===== src/rtl/mem_port_arbiter.sv =====
// Shares one Wishbone-classic bus between instruction fetch and data access.
// Data wins arbitration; a flushed fetch is drained without an acknowledge.
module mem_port_arbiter #(
    parameter int unsigned TIMEOUT = 16
) (
    input  logic        clk,
    input  logic        rst,

    input  logic        if_req_i,
    input  logic [31:0] if_addr_i,
    output logic [31:0] if_rdata_o,
    output logic        if_ack_o,
    output logic        stallreq_from_if_o,

    input  logic        mem_req_i,
    input  logic        mem_we_i,
    input  logic [3:0]  mem_sel_i,
    input  logic [31:0] mem_addr_i,
    input  logic [31:0] mem_wdata_i,
    output logic [31:0] mem_rdata_o,
    output logic        mem_ack_o,
    output logic        stallreq_from_mem_o,

    input  logic        flush_i,

    output logic        bus_cyc_o,
    output logic        bus_stb_o,
    output logic        bus_we_o,
    output logic [3:0]  bus_sel_o,
    output logic [31:0] bus_addr_o,
    output logic [31:0] bus_dat_o,
    input  logic [31:0] bus_dat_i,
    input  logic        bus_ack_i,
    input  logic        bus_err_i,
    output logic        bus_fault_o,

    output logic [1:0]  dbg_state_o
);

    typedef enum logic [1:0] {
        IDLE  = 2'd0,
        BUS_D = 2'd1,
        BUS_I = 2'd2,
        DRAIN = 2'd3
    } state_t;

    localparam logic [7:0] CNT_LAST = 8'(TIMEOUT - 1);

    state_t      state_q, state_d;
    logic [7:0]  cnt_q, cnt_d;
    logic        cyc_q, cyc_d;
    logic        we_q, we_d;
    logic [3:0]  sel_q, sel_d;
    logic [31:0] addr_q, addr_d;
    logic [31:0] dat_q, dat_d;
    logic [31:0] if_rdata_q, if_rdata_d;
    logic [31:0] mem_rdata_q, mem_rdata_d;
    logic        if_ack_q, if_ack_d;
    logic        mem_ack_q, mem_ack_d;
    logic        fault_q, fault_d;

    logic        mem_elig, if_elig;
    logic        timeout, done, bad;

    // Handshake: a requester holds req and its fields steady until its
    // one-cycle ack; in the ack cycle the request is stale and not granted.
    assign mem_elig = mem_req_i & ~mem_ack_q;
    assign if_elig  = if_req_i & ~if_ack_q & ~flush_i;

    assign timeout = (cnt_q == CNT_LAST);
    assign done    = bus_ack_i | bus_err_i | timeout;
    assign bad     = bus_err_i | (timeout & ~bus_ack_i);

    always_comb begin
        state_d     = state_q;
        cnt_d       = cnt_q + 8'd1;
        cyc_d       = cyc_q;
        we_d        = we_q;
        sel_d       = sel_q;
        addr_d      = addr_q;
        dat_d       = dat_q;
        if_rdata_d  = if_rdata_q;
        mem_rdata_d = mem_rdata_q;
        if_ack_d    = 1'b0;
        mem_ack_d   = 1'b0;
        fault_d     = 1'b0;

        case (state_q)
            IDLE: begin
                cnt_d = 8'd0;
                if (mem_elig) begin
                    state_d = BUS_D;
                    cyc_d   = 1'b1;
                    we_d    = mem_we_i;
                    sel_d   = mem_sel_i;
                    addr_d  = mem_addr_i;
                    dat_d   = mem_wdata_i;
                end else if (if_elig) begin
                    state_d = BUS_I;
                    cyc_d   = 1'b1;
                    we_d    = 1'b0;
                    sel_d   = 4'b1111;
                    addr_d  = if_addr_i;
                    dat_d   = 32'h0;
                end
            end
            BUS_D: begin
                if (done) begin
                    state_d   = IDLE;
                    cyc_d     = 1'b0;
                    mem_ack_d = 1'b1;
                    fault_d   = bad;
                    if (bad) begin
                        mem_rdata_d = 32'h0;
                    end else if (!we_q) begin
                        mem_rdata_d = bus_dat_i;
                    end
                end
            end
            BUS_I: begin
                // A flush arriving with the response simply discards it.
                if (done) begin
                    state_d = IDLE;
                    cyc_d   = 1'b0;
                    fault_d = bad;
                    if (!flush_i) begin
                        if_ack_d   = 1'b1;
                        if_rdata_d = bad ? 32'h0 : bus_dat_i;
                    end
                end else if (flush_i) begin
                    state_d = DRAIN;
                    cnt_d   = 8'd0;
                end
            end
            DRAIN: begin
                if (done) begin
                    state_d = IDLE;
                    cyc_d   = 1'b0;
                    fault_d = bad;
                end
            end
            default: begin
                state_d = IDLE;
                cyc_d   = 1'b0;
            end
        endcase
    end

    always_ff @(posedge clk or negedge rst) begin
        if (!rst) begin
            state_q     <= IDLE;
            cnt_q       <= 8'd0;
            cyc_q       <= 1'b0;
            we_q        <= 1'b0;
            sel_q       <= 4'h0;
            addr_q      <= 32'h0;
            dat_q       <= 32'h0;
            if_rdata_q  <= 32'h0;
            mem_rdata_q <= 32'h0;
            if_ack_q    <= 1'b0;
            mem_ack_q   <= 1'b0;
            fault_q     <= 1'b0;
        end else begin
            state_q     <= state_d;
            cnt_q       <= cnt_d;
            cyc_q       <= cyc_d;
            we_q        <= we_d;
            sel_q       <= sel_d;
            addr_q      <= addr_d;
            dat_q       <= dat_d;
            if_rdata_q  <= if_rdata_d;
            mem_rdata_q <= mem_rdata_d;
            if_ack_q    <= if_ack_d;
            mem_ack_q   <= mem_ack_d;
            fault_q     <= fault_d;
        end
    end

    assign if_rdata_o          = if_rdata_q;
    assign if_ack_o            = if_ack_q;
    assign stallreq_from_if_o  = if_req_i & ~if_ack_q;
    assign mem_rdata_o         = mem_rdata_q;
    assign mem_ack_o           = mem_ack_q;
    assign stallreq_from_mem_o = mem_req_i & ~mem_ack_q;

    assign bus_cyc_o   = cyc_q;
    assign bus_stb_o   = cyc_q;
    assign bus_we_o    = we_q;
    assign bus_sel_o   = sel_q;
    assign bus_addr_o  = addr_q;
    assign bus_dat_o   = dat_q;
    assign bus_fault_o = fault_q;
    assign dbg_state_o = state_q;

endmodule


===== config.mk =====
export PLATFORM = sky130hd
export DESIGN_NAME = mem_port_arbiter
export DESIGN_NICKNAME = d
export VERILOG_FILES = /design/src/rtl/mem_port_arbiter.sv
export SDC_FILE = /design/constraint.sdc
export NUM_CORES = 1
export LEC_CHECK = 0
export CORE_ASPECT_RATIO = 0.8
export CORE_UTILIZATION = 40
export DETAILED_ROUTE_END_ITERATION = 10
export PLACE_DENSITY = 0.88
export SYNTH_ARGS = -nofsm -noshare
export SYNTH_HDL_FRONTEND = slang
export SYNTH_SLANG_ARGS = --single-unit

===== constraint.sdc =====
create_clock -name clk -period 5.5 [get_ports clk]
set_clock_uncertainty 0.05 [all_clocks]
set_input_delay 0.55 -clock clk [delete_from_list [all_inputs] [get_ports clk]]
set_output_delay 0.55 -clock clk [all_outputs]
set_load 0.005 [all_outputs]

==> metrics <==
Arr. time, crit path=3.01 ns; Area Growth Syn to Fin=53.0%; top cells by area, synth=dfrtp_1, mux2_2, a221o_1; Post-route DRC=0; antenna violations before repair=0; final count of hold timing violations=0; CP startpoint kind=primary input; number of global-route vias before repair=5,389; Synth Net Count=648; synthesis-stage register bit count=147; PortBufs=281; yosys warns=0; CTS tree=done; GRT Overall Usage=23.3%; DIE HEIGHT=118 um; Post-synth top cells=dfrtp_1, mux2_2, a22o_1; die area=17,400 sq um; share of layout cells above drive strength 1=18.4%; Leak=4.25 nW; Skew-Pair Late Insertion Delay=0.42 ns; nets@finish=914; post-route design area=10,300 sq um; Remaining Overflow, GRT=0; cells after synthesis=507; # IOs=282; Synth Cell Area=6750 sq um; part of the Yosys area used for sequential elements=54.5%; first-pass GRT wire length=30,600 um; relative slew slack=19.3%; maximum clock path buffer count=2; clock root cell=clkbuf_16; fill cell count=1,304; final slew viol count=0; CP Max Fanout=32; Final Setup Violations=0; slowest stage delay, CP=0.93 ns; CP startpoint=bus_ack_i; drt wl/cell=19.5 um; via/cell ratio=5.43; DP HPWL=14,000 um; RSZ-0062 raised after global routing=no; Hold Buf Count CTS=0; max-cap violation count=0; PostCTS Resize Cnt=0; area of placed instances=9710 sq um; clock sink count=147; row count=42; htree depth=4; Setup CP Type=in -> reg; largest net degree at the start of global routing=94; setup TNS=0 ns; die width=147 um; Yosys top cell by area=dfrtp_1; RR Startpoint=dbg_state_o[1]; First DRT Iteration DRCs=376; Post-synth EDFFs=0; Syn Area/Cell=13.3 sq um; async set-reset flop share out of synthesis=100%; diode count=0; Yosys top cell area share=54.5%; worst endpoint required time=5.81 ns; starting density of the core=40.9%; Reg clk slew, reported paths=0.07 ns; worst slew pin tran=1.21 ns; antenna violation net count after detailed routing=0; Hold Path Class=in -> async; Total Wirelength=19,700 um; synth unique cells=39; PD cells=489 nW/um^2; CTS Buf Count=17; Setup Fix Bufs, Post-CTS=0; Cell Chain, Critical Path=clkdlybuf4s50_1, nand3b_1, a21boi_0, a221o_1; 1st-pass router iterations=7; fin crit period=2.70 ns; Crit. End Element=flop; Core Region=16,500 sq um; top_reg_cell synth=dfrtp_1; cell with the most instances after synthesis=dfrtp_1; Slowest cell on crit path=nand3b_1; Placer Congestion=0.808; Peak Freq=371 MHz; VDD IR-drop max=0.267 mV; status=completed; via count=5,462; Tcrit/Tclk final=49.0%
registers in the layout, summed over array words and instances, names as in the netlist, 2 cells and up:
register,flops
bus_sel_o,4
if_rdata_o,32
dbg_state_o,2
cnt_q,8
bus_dat_o,32
mem_rdata_o,32
bus_addr_o,32
area by class of cell:
class	count	area (sq um)	share of cell area, %
Clock buffer	17	425	4.12
Clock inverter	15	193	1.87
Inverter	4	15.0	0.145
Multi-Input combinational cell	312	2850	27.6
Sequential cell	147	3680	35.6
Tap cell	220	275	2.67
Timing Repair Buffer	291	2890	28.0
worst paths after layout:
check	endpoint	slack, ns	cells past startpoint
min in group clk	if_rdata_o[15]	0.45	1
min reg2reg	if_rdata_o[15]	0.45	1
max	mem_rdata_o[7]	2.80	4
max reg2reg	bus_addr_o[5]	2.96	4
min	bus_dat_o[7]	0.12	1
max in group asynchronous	bus_addr_o[30]	4.05	2
cell families (layout without fill, tap and decap cells):
logic type	after synthesis	count (layout)	share of synthesized area, %
multiplexers	96	96	16.0
XOR/XNOR	3	3	0.389
flip-flops	147	147	54.5
AO/OA/AOI/OAI	148	148	18.3
AND/OR/NAND/NOR	64	64	7.03
buffers and inverters	48	327	3.58
adder cells (fa/ha/maj)	1	1	0.185
report_power, final:
| part | leakage (nW) | internal, mW | total [mW] | switching [mW] |
|---|---|---|---|---|
| sequential | 1.74 | 1.51 | 1.80 | 0.295 |
| clock | 0.290 | 0.726 | 1.21 | 0.486 |
| combinational | 2.22 | 1.32 | 2.03 | 0.713 |
cell usage in the layout (no fill, tap or decap), types with 2 or more instances in the layout:
| cell type | count |
|---|---|
| clkdlybuf4s50_1 | 280 |
| dfrtp_1 | 147 |
| mux2_2 | 95 |
| a22o_1 | 34 |
| a21o_1 | 32 |
| and3b_1 | 31 |
| a21boi_0 | 31 |
| a221o_1 | 31 |
| clkbuf_16 | 17 |
| buf_4 | 10 |
| nor3_1 | 7 |
| o22a_1 | 7 |
| inv_6 | 7 |
| inv_1 | 4 |
| clkinvlp_4 | 4 |
| nand3_1 | 3 |
| o21ai_0 | 3 |
| or3_1 | 3 |
| a211oi_1 | 3 |
| nand2_1 | 3 |
| nor2b_1 | 3 |
| bufinv_16 | 3 |
| nor2_1 | 2 |
| xnor2_1 | 2 |
| nor3b_1 | 2 |
| nand3b_1 | 2 |
| o211ai_1 | 2 |
per-stage QoR:
stage / utilization (%) / std cells / power (mW) / setup WS [ns] / hold slack [ns]
after floorplan: - / 507 / 2.63 / 3.59 / 0.204
after global placement: 58.8 / 974 / 3.79 / 2.49 / 0.428
after detailed placement: 58.8 / 974 / 3.86 / 2.48 / 0.437
after CTS: 62.6 / 1006 / 5.09 / 2.91 / 0.176
after global routing: 62.6 / 1006 / 5.31 / 2.68 / 0.182
final: 62.6 / 1006 / 5.05 / 2.80 / 0.124
metal layers:
| metal | wire length [um] | vias up | global-route usage, % |
|---|---|---|---|
| met2 | 9580 | 247 | 39.1 |
| met5 | 0 | - | 0 |
| met3 | 1290 | 39 | 6.95 |
| met1 | 8310 | 2711 | 28.5 |
| met4 | 478 | 0 | 8.12 |
| li1 | - | 2465 | - |
worst max-delay path, delay by kind of cell:
family,cells,cell delay [ns]
AOI/OAI and AO/OA,2,0.72
buffers and inverters,1,0.79
and+or+nand+nor,1,0.93
No activity file was read; power rests on OpenSTA's default activity.
